--- config.mk ---
export PLATFORM = sky130hd
export DESIGN_NAME = reg_context_seq
export DESIGN_NICKNAME = d
export VERILOG_FILES = /design/src/rtl/reg_context_seq.sv
export SDC_FILE = /design/constraint.sdc
export NUM_CORES = 1
export LEC_CHECK = 0
export BUFFER_PORTS_ARGS = -buffer_cell sky130_fd_sc_hd__buf_2
export CAP_MARGIN = 20
export CORE_MARGIN = 8
export CORE_UTILIZATION = 35
export CTS_BUF_LIST = sky130_fd_sc_hd__clkbuf_16
export CTS_CLUSTER_SIZE = 30
export DETAILED_ROUTE_END_ITERATION = 12
export HOLD_SLACK_MARGIN = 0.08
export PLACE_DENSITY = 0.72
export SETUP_SLACK_MARGIN = 0.5
export SLEW_MARGIN = 5
export SYNTH_ARGS = -nofsm -noshare
export SYNTH_HDL_FRONTEND = slang
export SYNTH_SLANG_ARGS = --single-unit
export TNS_END_PERCENT = 30
--- constraint.sdc ---
create_clock -name clock -period 2.2 [get_ports clock]
set_input_delay 0 -clock clock [delete_from_list [all_inputs] [get_ports clock]]
set_output_delay 0 -clock clock [all_outputs]
set_load 0.01 [all_outputs]
--- src/rtl/reg_context_seq.sv ---
// reg_context_seq: register-bench save/restore sequencer.
// Walks the register range FIRST_REG..LAST_REG. A save copies each register
// into a data-memory frame at BASE_ADDR. A restore reloads each register from
// that frame. The control unit is stalled for as long as a sequence runs.
module reg_context_seq #(
  parameter logic [31:0] BASE_ADDR = 32'h0000_0F00,
  parameter int          FIRST_REG = 1,
  parameter int          LAST_REG  = 31
) (
  input  logic        clock,
  input  logic        reset,
  input  logic        start_save,
  input  logic        start_restore,
  output logic [4:0]  rb_readAddy,
  input  logic [31:0] rb_data,
  output logic [4:0]  rb_writeAddy,
  output logic [31:0] rb_writeData,
  output logic        rb_writeReg,
  output logic [31:0] mem_addr,
  output logic [31:0] mem_wdata,
  output logic        mem_write,
  output logic        mem_read,
  input  logic [31:0] mem_rdata,
  input  logic        mem_ready,
  output logic        cu_stall,
  output logic        busy_save,
  output logic        done
);

  typedef enum logic [2:0] {
    IDLE,
    SAVE,
    LOAD,
    WRITE,
    FIN
  } seqStateT;

  localparam logic [4:0] firstIdx = 5'(FIRST_REG);
  localparam logic [4:0] lastIdx  = 5'(LAST_REG);

  seqStateT    state;
  seqStateT    nextState;
  logic [4:0]  idx;
  logic [31:0] loadData;
  logic [31:0] frameAddr;
  logic        lastOne;

  // Each register's frame slot is one word past the previous register's slot.
  assign frameAddr = BASE_ADDR + (({27'd0, idx} - 32'(FIRST_REG)) << 2);
  assign lastOne   = (idx == lastIdx);

  // Register the state. A reset abandons any sequence that is in flight.
  always_ff @(posedge clock) begin
    if (reset) begin
      state <= IDLE;
    end else begin
      state <= nextState;
    end
  end

  // Update the register index and the data-capture register as the walk proceeds.
  always_ff @(posedge clock) begin
    if (reset) begin
      idx      <= firstIdx;
      loadData <= '0;
    end else begin
      case (state)
        IDLE: begin
          if (start_save || start_restore) begin
            idx <= firstIdx;
          end
        end
        SAVE: begin
          if (mem_ready && !lastOne) begin
            idx <= idx + 5'd1;
          end
        end
        LOAD: begin
          if (mem_ready) begin
            loadData <= mem_rdata;
          end
        end
        WRITE: begin
          if (!lastOne) begin
            idx <= idx + 5'd1;
          end
        end
        default: ;
      endcase
    end
  end

  // Choose the next state. A save request wins over a restore request.
  always_comb begin
    nextState = state;
    case (state)
      IDLE: begin
        if (start_save) begin
          nextState = SAVE;
        end else if (start_restore) begin
          nextState = LOAD;
        end
      end
      SAVE: begin
        if (mem_ready) begin
          nextState = lastOne ? FIN : SAVE;
        end
      end
      LOAD: begin
        if (mem_ready) begin
          nextState = WRITE;
        end
      end
      WRITE:   nextState = lastOne ? FIN : LOAD;
      FIN:     nextState = IDLE;
      default: nextState = IDLE;
    endcase
  end

  // Drive the outputs from the state. All outputs are held at zero while reset is high,
  // so a register write in progress is suppressed in the reset cycle itself.
  always_comb begin
    rb_readAddy  = '0;
    rb_writeAddy = '0;
    rb_writeData = '0;
    rb_writeReg  = 1'b0;
    mem_addr     = '0;
    mem_wdata    = '0;
    mem_write    = 1'b0;
    mem_read     = 1'b0;
    cu_stall     = 1'b0;
    busy_save    = 1'b0;
    done         = 1'b0;
    if (!reset) begin
      case (state)
        SAVE: begin
          rb_readAddy = idx;
          mem_addr    = frameAddr;
          mem_wdata   = rb_data;
          mem_write   = 1'b1;
          cu_stall    = 1'b1;
          busy_save   = 1'b1;
        end
        LOAD: begin
          mem_addr = frameAddr;
          mem_read = 1'b1;
          cu_stall = 1'b1;
        end
        WRITE: begin
          rb_writeAddy = idx;
          rb_writeData = loadData;
          rb_writeReg  = 1'b1;
          cu_stall     = 1'b1;
        end
        FIN: begin
          done     = 1'b1;
          cu_stall = 1'b1;
        end
        default: ;
      endcase
    end
  end

endmodule

==> out/qor.txt <==
status - finished clean
# rows - 30
placed instance area - 0.00318 mm^2
most frequent cells in the layout - buf_2, nand2_1, and2_1
CP required - 2400 ps
final core occ - 55.8%
final worst slack - 278 ps
worst min path class - in2reg
Synth cell types - 34
largest net degree at the start of global routing - 42
Synth Instances - 332
register area - 808 um^2
share of layout cells above drive strength 1 - 37.0%
Slew Limit Fails - 0
Setup CP Type - reg2reg
Design Area, Final - 0.00375 mm^2
clk slew on worst S/H paths - 60 ps
synthesized flop and latch total - 40
first-pass GRT wire length - 14400 um
Vias/cell - 4.62
sequential fraction of the synthesis area - 33.4%
number of remaining DRC errors - 0
Post-DP HPWL - 6720 um
RD Place Congestion - 0.892
Final Skew - 4.32 ps
clk buf depth - 2
Final Critical Period - 1920 ps
syn_area_per_cell - 7.21 um^2
Die W - 98.7 um
Yosys Warn Count - 0
slowest stage delay, CP - 540 ps
Fillers - 632
post-route ant nets - 0
Pwr Density - 529 mW/mm^2
Die Y - 98.7 um
Initial Utilization - 35.6%
Post-synth EDFFs - 0
critical path launch point type - flip-flop
clk_lat worst skew - 280 ps
# clock sinks - 40
area of the multi-input gates - 0.00142 mm^2
GR Util All Layers - 18.2%
CP Max Fanout - 2
core area - 0.00672 mm^2
via count - 2769
# IOs - 181
Post-synth ARST share - 0%
RSZ-0062 raised after global routing - yes
Final period util - 87.4%
maximum capacitance violations - 0
Design Power - 1.98 mW
CP cell instances - ha_4, and3_4, ha_4, o21ba_4, nand4_1, or4b_1, a31oi_1
setup TNS - 0 ps
Root Driver - clkbuf_16
endpoint class of the critical path - flip-flop
most frequent CP cell - ha_4
CTS tree - built
FMAX - 520 MHz
post-DR wirelength/cell - 15.1 um
Antenna Cells - 0
first-pass detailed-route iteration total - 4
initial antenna violation count - 0
die area - 0.00975 mm^2
Top FF cell, synth - dfxtp_1
PortBufs - 158
Final Hold Fails - 0
endpoints failing setup - 0
Worst VDD drop - 0.324 mV
commonest non-fill, non-tap cell in the layout - buf_2
critical path's slowest cell - or4b_1
DRT iter0 DRCs - 44
# H-tree levels - 2
leakage - 1.92 nW
Arr. time, crit path - 2120 ps
grt ovf - 0
Nets - 591
Setup WS pre-CTS - 282 ps
final WL - 9040 um
Layout Area Growth over Synthesis - 56.5%
total CTS buffers - 5
post-synthesis cell area - 0.00239 mm^2
vias in the first global route - 2971
## Yosys cell counts, types with 2 or more instances
master,number,share of area (%)
nand2_1,73,11
and2_1,72,19
dfxtp_1,40,33
a21oi_1,33,6.9
buf_4,25,7.8
clkbuf_1,20,3.1
nor2_1,12,1.9
buf_2,5,1.0
nor3_1,5,1.0
and3_1,4,1.0
ha_1,4,2.1
nand3_1,4,0.84
xor2_1,4,1.5
inv_1,3,0.47
or3_1,3,0.78
a31oi_1,2,0.52
nand2b_1,2,0.52
nor2b_1,2,0.52
nor4b_1,2,0.73
o21ai_0,2,0.42
o21ba_2,2,0.84
## layout make-up
type	instances	area share [%]
Inverter	3	0.301
Multi-Input combinational cell	259	37.9
Tap cell	80	2.67
Clock inverter	3	0.501
Clock buffer	5	3.34
Sequential cell	40	21.6
Timing Repair Buffer	209	33.7
## worst max-delay path: cells and delay by family (launching register included)
| kind | cells | cell delay [ps] |
|---|---|---|
| compound gates | 2 | 370 |
| fa+ha+maj | 2 | 310 |
| flops | 1 | 350 |
| simple gates | 3 | 820 |
## worst paths after layout
check	startpoint	end	slack (ps)	cells past startpoint
worst min register to register	loadData[4]	loadData[4]	450	2
worst min-delay path	reset	state[2]	100	3
worst max register to register	idx[1]	idx[3]	280	7
worst max-delay path	idx[1]	idx[3]	280	7
## metal layers
| layer | global-route usage, % | share of wire (%) | routed length [um] | up-vias |
|---|---|---|---|---|
| li1 | - | - | - | 1379 |
| met1 | 16.9 | 37 | 3320 | 1245 |
| met2 | 35.1 | 52 | 4700 | 133 |
| met3 | 6.62 | 8.9 | 802 | 12 |
| met4 | 6.73 | 2.5 | 229 | 0 |
| met5 | 0 | 0 | 0 | - |
## repair_timing
action	in CTS	in global routing
pin swaps	2	3
endpoints found under the setup margin	45	104
endpoints found under the hold margin	34	0
hold buffers	34	0
gates resized for setup	5	0
setup buffers	4	4
## kinds of logic (layout without fill, tap and decap cells)
family,Yosys count,count (layout),synth area share (%)
xor+xnor,5,5,1.83
fa+ha+maj,4,4,2.09
flops,40,40,33.4
other cells,1,22,0.157
simple gates,184,184,39.4
compound gates,44,44,10.4
buf+inv,54,220,12.6
## through the flow
stage / hold slack [ps] / std cells
2_1_floorplan: 136 / 353
3_3_place_gp: 242 / 549
4_1_cts: 81.3 / 595
3_5_place_dp: 248 / 549
5_1_grt: 108 / 599
6_report: 99.5 / 599
## sequential cells by signal, indices dropped and copies added, names as in the netlist
signal	cells
idx	5
state	3
loadData	32
## report_power, final
part	total [mW]	leakage (nW)	switching [mW]	internal, mW
Combinational	0.502	1.52	0.266	0.236
Clock	0.699	0.0736	0.282	0.417
Sequential	0.780	0.325	0.0198	0.760
Total	1.98	1.92	0.567	1.41
Note: power is estimated with default switching activity, not from simulation.
